File: src/rtl/sched_ctrl.sv
// Pipeline scheduler: per-stage enables, multi-cycle stall sequencing and a prioritised
// trap/ERET/hard-interrupt PC redirect. Define SCHED_VECTOR_TABLE_EN for per-cause vectors.
module sched_ctrl #(
    parameter int               STAGES       = 6,
    parameter int               STALL_DEPTH  = 3,
    parameter int               STALL_CYCLES = 1,
    parameter int               N_HARD_INT   = 4,
    parameter int               ADDR_W       = 16,
    parameter logic [ADDR_W-1:0] VECTOR_BASE = ADDR_W'(4),
    parameter logic [3:0]       ERET_ID      = 4'hF
) (
    input  logic                  schi_clk,
    input  logic                  schi_rst,
    input  logic                  schi_pause_request,
    input  logic [N_HARD_INT-1:0] schi_hard_int,
    input  logic                  schi_int,
    input  logic [3:0]            schi_int_id,
    input  logic [ADDR_W-1:0]     schi_epc,
    output logic                  scho_interrupt_set_pc,
    output logic [ADDR_W-1:0]     scho_epc,
    output logic [ADDR_W-1:0]     scho_epc_in,
    output logic [3:0]            scho_cause,
    output logic                  scho_in_service,
    output logic [N_HARD_INT-1:0] scho_pending,
    output logic [STAGES-1:0]     scho_stage_en,
    output logic                  scho_read_from_last2
);

    localparam int CNT_W = (STALL_CYCLES > 2) ? $clog2(STALL_CYCLES - 1) : 1;

    typedef enum logic [1:0] {ST_RUN, ST_STALL, ST_RELEASE} stall_state_t;

    stall_state_t          state, state_nxt;
    logic [CNT_W-1:0]      cnt, cnt_nxt;
    logic                  freeze;
    logic [N_HARD_INT-1:0] hard_prev, hard_edge, clr_mask;
    logic                  hard_hit;
    logic [2:0]            hard_idx;
    logic [3:0]            trap_cause;
    logic [ADDR_W-1:0]     vec_addr;
    logic                  take;
    logic [ADDR_W-1:0]     epc_nxt, epc_in_nxt;
    logic [3:0]            cause_nxt;
    logic                  in_service_nxt;

    // NOTE: every signal driven here gets a default first, so no path can infer a latch.
    always_comb begin
        state_nxt = state;
        cnt_nxt   = cnt;
        freeze    = 1'b0;
        case (state)
            ST_RUN: begin
                if (schi_pause_request) begin
                    freeze = 1'b1;
                    if (STALL_CYCLES == 1) begin
                        state_nxt = ST_RELEASE;
                    end else begin
                        state_nxt = ST_STALL;
                        cnt_nxt   = CNT_W'(STALL_CYCLES - 2);
                    end
                end
            end
            ST_STALL: begin
                freeze = 1'b1;
                if (cnt == '0) state_nxt = ST_RELEASE;
                else           cnt_nxt   = cnt - 1'b1;
            end
            default: state_nxt = ST_RUN;
        endcase
        // A redirect discards whatever stall was in flight.
        if (take) state_nxt = ST_RUN;
    end

    always_comb begin
        scho_stage_en = '1;
        if (freeze && !schi_rst) begin
            for (int i = 0; i < STALL_DEPTH; i++) scho_stage_en[i] = 1'b0;
        end
    end

    assign scho_read_from_last2 = (state == ST_RELEASE);
    assign hard_edge            = schi_hard_int & ~hard_prev;

    always_comb begin
        hard_hit = 1'b0;
        hard_idx = '0;
        for (int i = N_HARD_INT - 1; i >= 0; i--) begin
            if (scho_pending[i]) begin
                hard_hit = 1'b1;
                hard_idx = 3'(i);
            end
        end
    end

    assign trap_cause = schi_int ? schi_int_id : {1'b1, hard_idx};

`ifdef SCHED_VECTOR_TABLE_EN
    assign vec_addr = VECTOR_BASE + (ADDR_W'(trap_cause) << 2);
`else
    assign vec_addr = VECTOR_BASE;
`endif

    always_comb begin
        take           = 1'b0;
        clr_mask       = '0;
        epc_nxt        = scho_epc;
        epc_in_nxt     = scho_epc_in;
        cause_nxt      = scho_cause;
        in_service_nxt = scho_in_service;
        if (schi_int && schi_int_id == ERET_ID) begin
            take           = 1'b1;
            epc_nxt        = scho_epc_in;
            in_service_nxt = 1'b0;
        end else if (schi_int) begin
            take           = 1'b1;
            epc_nxt        = vec_addr;
            epc_in_nxt     = schi_epc + 1'b1;
            cause_nxt      = trap_cause;
            in_service_nxt = 1'b1;
        end else if (hard_hit && !scho_in_service) begin
            take           = 1'b1;
            epc_nxt        = vec_addr;
            epc_in_nxt     = schi_epc;
            cause_nxt      = trap_cause;
            in_service_nxt = 1'b1;
            clr_mask       = N_HARD_INT'(1) << hard_idx;
        end
    end

    // NOTE: sequential state uses non-blocking assignments so all registers update together.
    always_ff @(posedge schi_clk or posedge schi_rst) begin
        if (schi_rst) begin
            state                 <= ST_RUN;
            cnt                   <= '0;
            hard_prev             <= '0;
            scho_pending          <= '0;
            scho_interrupt_set_pc <= 1'b0;
            scho_epc              <= '0;
            scho_epc_in           <= '0;
            scho_cause            <= '0;
            scho_in_service       <= 1'b0;
        end else begin
            state                 <= state_nxt;
            cnt                   <= cnt_nxt;
            hard_prev             <= schi_hard_int;
            // A new edge on a line being taken this cycle re-arms it.
            scho_pending          <= (scho_pending & ~clr_mask) | hard_edge;
            scho_interrupt_set_pc <= take;
            scho_epc              <= epc_nxt;
            scho_epc_in           <= epc_in_nxt;
            scho_cause            <= cause_nxt;
            scho_in_service       <= in_service_nxt;
        end
    end

endmodule

File: config.mk
export PLATFORM = sky130hd
export DESIGN_NAME = sched_ctrl
export DESIGN_NICKNAME = d
export VERILOG_FILES = /design/src/rtl/sched_ctrl.sv
export SDC_FILE = /design/constraint.sdc
export NUM_CORES = 1
export LEC_CHECK = 0
export CORE_UTILIZATION = 40
export CTS_CLUSTER_DIAMETER = 100
export CTS_CLUSTER_SIZE = 24
export DETAILED_ROUTE_END_ITERATION = 12
export PLACE_DENSITY = 0.77
export SYNTH_ARGS = -nofsm -noshare
export SYNTH_HDL_FRONTEND = slang
export SYNTH_SLANG_ARGS = --single-unit
File: constraint.sdc
create_clock -name schi_clk -period 3.4 [get_ports schi_clk]
set_clock_uncertainty 0.1 [all_clocks]
set_input_delay 0.34 -clock schi_clk [delete_from_list [all_inputs] [get_ports schi_clk]]
set_output_delay 0.34 -clock schi_clk [all_outputs]
set_load 0.01 [all_outputs]
==> Implementation_results.wiki <==
{| class="wikitable"
! Metric !! Value
|-
| Run status || completed
|-
| Final total negative setup slack || 0 ns
|-
| Kind of start point of the critical path || input port
|-
| Final setup violation count || 0
|-
| Start point of the worst min-delay path || hard_prev[1]
|-
| Final core area utilization || 0.618
|-
| CTS sink count || 47
|-
| Number of filler cells placed in the layout || between 400 and 500
|-
| Buffer levels on the longest clock path || 2
|-
| Number of cells on the worst reg-to-reg path || 5
|-
| Period utilisation layout || 0.652
|-
| Die Footprint || between 5000 and 6000 sq um
|-
| Total I/O pin count || 77
|-
| Worst Setup End Kind || register
|-
| Worst-Skew Late Latency || around 0.30 ns
|-
| Reg2reg end || scho_in_service
|-
| Final Hold Slack || ~0.33 ns
|-
| Fraction of layout cells with a size suffix above 1 || 0.0634
|-
| RSZ-0062 raised after global routing || false
|-
| Worst hold path depth || 1
|-
| Net count of the finished layout || 296
|-
| Antenna Cells || 0
|-
| Final wirelength || roughly 5 mm
|-
| Pwr dens || about 450 nW/um^2
|-
| Count of H-tree levels built during CTS || 2
|-
| Hpwl dp || 3.63 mm
|-
| Critical register-to-register path startpoint || scho_pending[0]
|-
| Number of antenna violations at the first check in global routing || 0
|-
| Register clock-pin slew on the reported worst setup and hold paths || roughly 0.080 ns
|-
| Avg Synthesized Cell Area || approximately 11 sq um
|-
| Leakage power of the design || roughly 1.2 nW
|-
| Global-route wire length before repair || 8.31 mm
|-
| Average wire length per cell after detail routing || approximately 15 um
|-
| Number of DRC violations after detailed-routing iteration 0 || 144
|-
| Number of DRC violations after detailed routing || 0
|-
| Max-cap violation count || 0
|-
| Commonest non-fill, non-tap cells in the layout || sky130_fd_sc_hd__clkdlybuf4s50_1, sky130_fd_sc_hd__dfrtp_1, sky130_fd_sc_hd__o21ai_0, sky130_fd_sc_hd__a22o_1, sky130_fd_sc_hd__inv_1
|-
| Peak ir drop on the vdd network || approximately 0.00025 V
|-
| Count of buffers added by post-CTS timing repair for setup || 0
|-
| Synthesis-stage register bit count || 47
|-
| Required arrival time at the worst endpoint || 3.45 ns
|-
| Most common library cell in the layout ignoring fill and taps || sky130_fd_sc_hd__clkdlybuf4s50_1
|-
| Max-slew headroom at the worst pin || 0.615
|-
| Floorplan core area || between 4000 and 5000 sq um
|-
| Share of async-settable or async-resettable flops after synthesis || 1.00
|-
| Category of the most critical setup path || input port to register
|-
| Growth of design area from synthesis to finish || 44.0%
|-
| Number of endpoints with negative hold slack in the final report || 0
|-
| DR vias || around 1,800
|-
| Number of flops mapped to enable cells by yosys || 0
|-
| Final global-route overflow total || 0
|-
| Pins over their slew limit || 0
|-
| Worst Path Arrival || approximately 2.3 ns
|-
| Number of distinct library cells after synthesis || 35
|-
| Worst-case setup margin in the final layout || around 1.2 ns
|-
| Worst Hold End || scho_pending[1]
|-
| Router iterations before antenna repair || 4
|-
| Vertical die dimension || between 70 and 80 um
|-
| Worst-margin pin slew || around 0.58 ns
|-
| Vias in the first global route || around 1,700
|-
| Number of buffers inserted during clock tree synthesis || 5
|-
| Post-CTS resize count || 0
|-
| Crit-path max FO || 15
|-
| Post-synthesis sequential area ratio || 0.565
|-
| Die extent in x || 74.1 um
|-
| Post-synthesis cell area || ~2100 sq um
|-
| Detail-routed via count per cell || 5.31
|-
| Register-to-Register Setup Slack || 1.20 ns
|-
| Pre-CTS worst setup slack || between 0.8 and 0.9 ns
|-
| Largest net degree at the start of global routing || 48
|-
| Starting utilization of the core area || 0.429
|-
| Hold Crit Class || register to register
|-
| Placer congestion estimate || ~0.9
|-
| Quantity of hold-fixing buffers added after cts || 0
|-
| Yosys synthesis warning count || 0
|-
| Clock root buffer || sky130_fd_sc_hd__clkbuf_8
|-
| Number of buffers inserted by port buffering || 73
|-
| Maximum clock frequency || ~0.45 GHz
|-
| Gr usage total || 0.200
|-
| Standard-cell rows || 25
|-
| Post-synthesis instance total || approximately 200
|-
| Cell area reported after detailed placement || approximately 2900 sq um
|-
| Post-route ant nets || 0
|-
| TritonCTS clock tree || yes
|-
| Leading register cell type out of synthesis || sky130_fd_sc_hd__dfrtp_1
|-
| Cell area after layout || ~3000 sq um
|-
| Final critical delay including setup and external delays || 2.22 ns
|}
how the worst max path moves through the flow:
stage	startpoint	endpoint	slack, ns	cells past startpoint
final	schi_int	scho_in_service	1.18	7
after global routing	schi_int	scho_epc_in[11]	0.99	7
after CTS	scho_pending[0]	scho_in_service	1.17	5
after detailed placement	schi_int	scho_in_service	0.86	7
after global placement	schi_int	scho_epc_in[6]	0.97	7
after floorplan	schi_rst	scho_stage_en[1]	1.01	3
cells by family (layout without fill, tap and decap cells):
family,after synthesis,after routing,share of synthesized area
and+or+nand+nor,42,42,0.116
AOI/OAI and AO/OA,66,66,0.199
muxes,1,1,0.00481
other,1,3,0.00180
adders and majority gates,1,1,0.00601
buffers and inverters,24,95,0.0523
xor gates and xnor gates,13,13,0.0547
DFF,47,47,0.565
per-layer routing:
metal	part of all wire	up-vias	global-route usage
met3	0.049	6	0.0420
li1	-	848	-
met4	0.013	0	0.0748
met1	0.42	863	0.264
met2	0.52	61	0.326
met5	0	-	0
power by group:
group | switching, mW | internal (mW)
combinational | 0.112 | 0.133
clock | 0.183 | 0.294
sequential | 0.0353 | 0.602
cell type report:
type                            count  area [sq um]  area share
Sequential cell                    47          1180       0.392
Multi-Input combinational cell    126           806       0.269
Timing Repair Buffer               77           761       0.254
Tap cell                           67          83.8      0.0280
Clock buffer                        6          72.6      0.0242
Clock inverter                      2          60.1      0.0200
Inverter                           10          37.5      0.0125
sequential cells by signal, indices dropped and copies added (netlist names):
| register | count |
|---|---|
| scho_epc | 16 |
| scho_epc_in | 16 |
| hard_prev | 4 |
| scho_cause | 4 |
| scho_pending | 4 |
| scho_in_service | 1 |
| scho_interrupt_set_pc | 1 |
| state | 1 |
synth_stat cells (2+ instances only):
library cell / instances / area share
sky130_fd_sc_hd__and4_1: 2 / 0.0084
sky130_fd_sc_hd__o22a_1: 2 / 0.0084
sky130_fd_sc_hd__a21oi_1: 3 / 0.0072
sky130_fd_sc_hd__nor2_1: 5 / 0.0090
sky130_fd_sc_hd__nand3_2: 2 / 0.0096
sky130_fd_sc_hd__nand4_1: 5 / 0.015
sky130_fd_sc_hd__nand2_1: 7 / 0.013
sky130_fd_sc_hd__nand3_1: 6 / 0.014
sky130_fd_sc_hd__a22o_1: 15 / 0.063
sky130_fd_sc_hd__inv_1: 10 / 0.018
sky130_fd_sc_hd__buf_4: 5 / 0.018
sky130_fd_sc_hd__xnor2_1: 8 / 0.034
sky130_fd_sc_hd__or3_1: 2 / 0.0060
sky130_fd_sc_hd__o21ai_0: 38 / 0.091
sky130_fd_sc_hd__a31oi_1: 3 / 0.0090
sky130_fd_sc_hd__nor4_1: 4 / 0.012
sky130_fd_sc_hd__dfrtp_1: 47 / 0.57
sky130_fd_sc_hd__or4_1: 2 / 0.0072
sky130_fd_sc_hd__o31ai_1: 2 / 0.0072
sky130_fd_sc_hd__clkbuf_1: 8 / 0.014
sky130_fd_sc_hd__xor2_1: 5 / 0.021
per-stage QoR:
step                std cells  total power [mW]
global placement          327             0.889
floorplan                 197             0.741
global route              335              1.42
CTS                       335              1.37
detailed placement        327             0.896
finish                    335              1.36
critical path, stage by stage:
cell and delay [ns]:
sky130_fd_sc_hd__clkdlybuf4s50_1 0.45, sky130_fd_sc_hd__buf_4 0.20, sky130_fd_sc_hd__inv_1 0.12, sky130_fd_sc_hd__o21a_1 0.41, sky130_fd_sc_hd__inv_1 0.21, sky130_fd_sc_hd__nand2_1 0.38
sky130_fd_sc_hd__o21ai_0 0.16
(Power assumes the default switching activity.)
